## src/rtl/sar_pkg.sv

```systemverilog
// Shared types and sizing helpers for SAR conversion consumers.
package sar_pkg;

  localparam int CODE_W_DEF = 4;

  typedef enum logic {
    IDLE  = 1'b0,
    ACCUM = 1'b1
  } sar_avg_state_t;

  // Accumulator / raw-sum width: holds N*(2^CODE_W-1) without overflow.
  function automatic int sum_w(input int code_w, input int log2_n);
    return code_w + log2_n;
  endfunction

endpackage

```

## src/rtl/sar_edge_det.sv

```systemverilog
// Rising-edge detector for a level signal. History resets to 1 so a level
// already high when reset releases does not count as an edge.
module sar_edge_det (
  input  logic clk,
  input  logic rst_n,
  input  logic lvl_i,
  output logic rise_o
);

  logic lvl_q;

  // Track the previous level every cycle.
  always_ff @(posedge clk) begin
    if (!rst_n) lvl_q <= 1'b1;
    else        lvl_q <= lvl_i;
  end

  assign rise_o = lvl_i & ~lvl_q;

endmodule

```

## src/rtl/sar_oversample_avg.sv

```systemverilog
// Accumulates 2^LOG2_N SAR codes and presents a rounded average plus the
// raw sum through a valid/ready output register with sticky overrun.
module sar_oversample_avg
  import sar_pkg::*;
#(
  parameter int CODE_W = CODE_W_DEF,
  parameter int LOG2_N = 2
) (
  input  logic                     clk,
  input  logic                     rst_n,
  input  logic                     en,
  input  logic [CODE_W-1:0]        code_in,
  input  logic                     conv_done,
  output logic [CODE_W-1:0]        out_avg,
  output logic [CODE_W+LOG2_N-1:0] out_sum,
  output logic                     out_valid,
  input  logic                     out_ready,
  output logic                     overrun,
  input  logic                     ovr_clr
);

  localparam int SUM_W = sum_w(CODE_W, LOG2_N);
  localparam int N     = 1 << LOG2_N;

  sar_avg_state_t    state_q, state_d;
  logic [SUM_W-1:0]  acc_q, acc_d;
  logic [LOG2_N-1:0] cnt_q, cnt_d;
  logic [SUM_W-1:0]  sum_q, sum_d;
  logic [CODE_W-1:0] avg_q, avg_d;
  logic              vld_q, vld_d;
  logic              ovr_q, ovr_d;

  logic              edge_w;
  logic              sample, blk_done, consume, load;
  logic [SUM_W-1:0]  total;
  logic [SUM_W:0]    rnd;

  sar_edge_det u_edge (
    .clk    (clk),
    .rst_n  (rst_n),
    .lvl_i  (conv_done),
    .rise_o (edge_w)
  );

  assign sample   = edge_w & en & (state_q == ACCUM);
  assign blk_done = sample & (cnt_q == LOG2_N'(N - 1));
  assign total    = acc_q + {{LOG2_N{1'b0}}, code_in};
  // One extra bit so the half-LSB rounding add cannot wrap.
  assign rnd      = {1'b0, total} + (SUM_W + 1)'(N / 2);
  assign consume  = vld_q & out_ready;
  // A completed block only lands if the output slot is free or draining now.
  assign load     = blk_done & (~vld_q | out_ready);

  // Next-state for the FSM, accumulator and output register.
  always_comb begin
    state_d = state_q;
    acc_d   = acc_q;
    cnt_d   = cnt_q;
    sum_d   = sum_q;
    avg_d   = avg_q;
    vld_d   = vld_q;
    ovr_d   = ovr_q;

    case (state_q)
      IDLE: begin
        acc_d = '0;
        cnt_d = '0;
        if (en) state_d = ACCUM;
      end
      ACCUM: begin
        if (!en) begin
          state_d = IDLE;
          acc_d   = '0;
          cnt_d   = '0;
        end else if (blk_done) begin
          acc_d = '0;
          cnt_d = '0;
        end else if (sample) begin
          acc_d = total;
          cnt_d = cnt_q + LOG2_N'(1);
        end
      end
      default: state_d = IDLE;
    endcase

    if (load) begin
      sum_d = total;
      avg_d = CODE_W'(rnd >> LOG2_N);
      vld_d = 1'b1;
    end else if (consume) begin
      vld_d = 1'b0;
    end

    // Set wins over clear.
    if (blk_done & vld_q & ~out_ready) ovr_d = 1'b1;
    else if (ovr_clr)                  ovr_d = 1'b0;
  end

  // State and output registers.
  always_ff @(posedge clk) begin
    if (!rst_n) begin
      state_q <= IDLE;
      acc_q   <= '0;
      cnt_q   <= '0;
      sum_q   <= '0;
      avg_q   <= '0;
      vld_q   <= 1'b0;
      ovr_q   <= 1'b0;
    end else begin
      state_q <= state_d;
      acc_q   <= acc_d;
      cnt_q   <= cnt_d;
      sum_q   <= sum_d;
      avg_q   <= avg_d;
      vld_q   <= vld_d;
      ovr_q   <= ovr_d;
    end
  end

  assign out_avg   = avg_q;
  assign out_sum   = sum_q;
  assign out_valid = vld_q;
  assign overrun   = ovr_q;

endmodule

```

## config.mk

```make
export PLATFORM = sky130hd
export DESIGN_NAME = sar_oversample_avg
export DESIGN_NICKNAME = d
export VERILOG_FILES = /design/src/rtl/sar_pkg.sv /design/src/rtl/sar_edge_det.sv /design/src/rtl/sar_oversample_avg.sv
export SDC_FILE = /design/constraint.sdc
export NUM_CORES = 1
export LEC_CHECK = 0
export CORE_MARGIN = 2
export CORE_UTILIZATION = 49
export DETAILED_ROUTE_END_ITERATION = 8
export PLACE_DENSITY = 0.83
export REMOVE_ABC_BUFFERS = 1
export SYNTH_ARGS = -nofsm -noshare
export SYNTH_HDL_FRONTEND = slang
export SYNTH_HIERARCHICAL = 1
export SYNTH_SLANG_ARGS = --single-unit
```

## constraint.sdc

```tcl
create_clock -name clk -period 2.1 [get_ports clk]
set_input_delay 0.21 -clock clk [delete_from_list [all_inputs] [get_ports clk]]
set_output_delay 0.21 -clock clk [all_outputs]
set_load 0.02 [all_outputs]
```

==> key figures <==
STA
  • Worst-Margin Slew: 0.454 ns
  • RSZ-0062 raised after global routing: no
  • Worst Slack Setup Final: 0.119 ns
  • Period utilization: 0.943
  • Slew HR: 0.696
  • Crit path time final: 1.98 ns
  • Final Hold Fails: 0
  • Fin Clk Skew: 0.00319 ns
  • Slew Viols, Final: 0
  • Endpoints failing setup: 0
  • Fmax: 0.505 GHz

Setup path
  • CP arrival: 2.18 ns
  • Startpoint Class: input port
  • CP bufs+invs: 3
  • CP Depth: 10
  • CP max stage cell: clkdlybuf4s50_1
  • Crit Path Category: input port to flop
  • Crit. End Element: flop
  • CP Cell Sequence: clkdlybuf4s50_1 > ha_1 > inv_1 > fa_2 > nand2b_1 > a21oi_2 > xor2_2 > buf_4 > xor2_1 > a211oi_2
  • Maximum fanout along the worst path: 3
  • Max incr delay on CP: 0.46 ns
  • WP data required: 2.30 ns
  • Critical R2R Launch: acc_q[0]
  • Top delay family on crit path: buffers and inverters
  • R2R cell count: 9
  • Crit Reg-Reg Endpoint: out_avg[2]
  • Flop2flop setup slack: 0.15 ns

Synth
  • Yosys reg bits: 22
  • Cell Area, Synth: 0.00107 mm^2
  • Sequential share of the synthesized area: 0.411
  • Synth unique cells: 31
  • Post-synth top area cell: dfxtp_1
  • Yosys warns: 6
  • Synth top area share: 0.411
  • Most area-consuming cells after synthesis: dfxtp_1 (41%), ha_1 (7.0%), nor2_1 (7.0%)
  • Synthesized instance count: 108
  • Syn Area/Cell: 9.93 um^2

Clock tree
  • CTS H-Tree Depth: 1
  • Total CTS buffers: 3
  • Worst skew pair latency: 0.31 ns
  • Clock sink count: 22
  • Reg clk slew, reported paths: 0.12 ns
  • CTS max path bufs: 2
  • Root Buffer: clkbuf_4
  • CTS Hold Bufs: 0
  • CTS tree: built

Worst hold path
  • Hold EP: u_edge/lvl_q
  • Hold Path Origin: conv_done
  • Worst min path class: input port to flop
  • Hold depth: 2

Final layout
  • Ant diodes: 0
  • Layout area overhead: 30.0%
  • Share of layout cells above drive strength 1: 0.203
  • Fin util: 0.689
  • Post-layout net count: 156
  • Commonest cells after routing, fill and taps aside: dfxtp_1 (21), clkdlybuf4s50_1 (21), nor2_1 (20)

Flow run
  • Maxcap violations: 0

Placed design
  • Place WS: -0.313 ns
  • Routability cong.: 0.830
  • DP HPWL: 1590 um
  • Number of port buffers: 21

Route
  • Detail Route Antenna Nets: 0
  • WL per Instance: 12.9 um
  • Vias per cell: 5.13
  • Drt drc: 0
  • Drt total wl: 2130 um
  • Via count: 847
  • Initial drt markers: 10
  • 1st-pass router iterations: 4

Global route
  • Global-route wire length before repair: 3530 um
  • Initial antenna violation count: 0
  • Gr ovfl total: 0
  • Vias in the first global route: 800
  • GR Util All Layers: 0.186
  • Pin count of the biggest net entering global routing: 18

Run status
  • Status: finished clean

Floorplanning
  • FP Rows: 16
  • Die area: 0.00258 mm^2
  • Die H: 50.8 um
  • Ports: 22
  • Starting density of the core: 0.530
  • Die X: 50.8 um
  • Core box area: 0.00202 mm^2

Pwr
  • VDD IR max: 397 uV
  • Pwr per Cell Area: 517 mW/mm^2
  • Leak: 0.524 nW
worst max path at each step:
stage	slack [ns]	endpoint	start
4_1_cts	0.03	out_avg[3]	code_in[0]
2_1_floorplan	0.21	out_avg[3]	acc_q[0]
6_report	0.12	out_avg[2]	code_in[0]
3_3_place_gp	-0.18	out_avg[3]	code_in[0]
3_5_place_dp	-0.31	out_avg[3]	code_in[0]
5_1_grt	0.003	out_avg[2]	code_in[0]
cells in the mapped netlist:
cell and count:
dfxtp_1 22, nor2_1 20, ha_1 6, inv_1 6
mux2i_1 6, a21oi_1 5, a22oi_1 5, nand2b_1 4
nand3_1 4, xnor2_1 4, a211oi_2 3, a21oi_2 2
nand2_1 2, xnor2_2 2, a21boi_2 1, a21o_1 1
and2_1 1, buf_1 1, buf_4 1, buf_6 1
fa_1 1, inv_2 1, mux2_4 1, nand4_1 1
nor2_2 1, nor2b_1 1, nor2b_4 1, nor3b_2 1
o21ai_0 1, xor2_1 1, xor2_2 1
power by group:
| part | leakage (nW) | internal (mW) | switching [mW] |
|---|---|---|---|
| sequential | 0.178 | 0.420 | 0.00186 |
| combinational | 0.324 | 0.0355 | 0.0317 |
| clock | 0.0210 | 0.106 | 0.126 |
| total | 0.524 | 0.561 | 0.159 |
layer usage:
metal	vias up	wire, um	global-route usage	share of wire
li1	422	-	-	-
met1	402	905	0.214	0.43
met2	21	1120	0.318	0.52
met3	2	84	0.0446	0.039
met4	0	22	0.0946	0.010
met5	-	0	0	0
cell type report:
cell class,count,area (um^2)
inverters,7,26.3
flip-flops and latches,22,442
multi-input cells,76,586
repair buffers,29,270
well taps,27,33.8
fillers,154,628
clock buffers,4,36.3
what timing repair did:
action	in CTS	in global routing
endpoints found under the setup margin	0	2
buffers inserted	0	1
gates resized for setup	0	2
hold endpoints to repair	0	0
sequential cells by signal, summed over array words and instances (netlist names):
| name | count |
|---|---|
| acc_q | 6 |
| cnt_q | 2 |
| out_avg | 4 |
| out_sum | 6 |
| out_valid | 1 |
| overrun | 1 |
| state_q | 1 |
| u_edge/lvl_q | 1 |
kinds of logic (layout without fill, tap and decap cells):
group / count (synthesis) / after routing / synth area share
simple gates: 36 / 36 / 0.167
flops: 22 / 22 / 0.411
compound gates: 18 / 18 / 0.132
buf+inv: 10 / 40 / 0.0455
xor+xnor: 8 / 8 / 0.0863
fa+ha+maj: 7 / 7 / 0.0887
mux: 7 / 7 / 0.0700
per-stage QoR:
| step | instance area (um^2) | std cells | setup TNS, ns | power (mW) | hold slack [ns] |
|---|---|---|---|---|---|
| final | 1390 | 165 | 0 | 0.720 | 0.494 |
| after global routing | 1390 | 165 | 0 | 0.749 | 0.500 |
| after CTS | 1380 | 164 | 0 | 0.727 | 0.492 |
| after detailed placement | 1350 | 160 | -1.03 | 0.497 | 0.482 |
| after global placement | 1350 | 160 | -0.552 | 0.495 | 0.465 |
| after floorplan | 1050 | 105 | 0 | 0.462 | 0.283 |
Note: power is estimated with default switching activity, not from simulation.
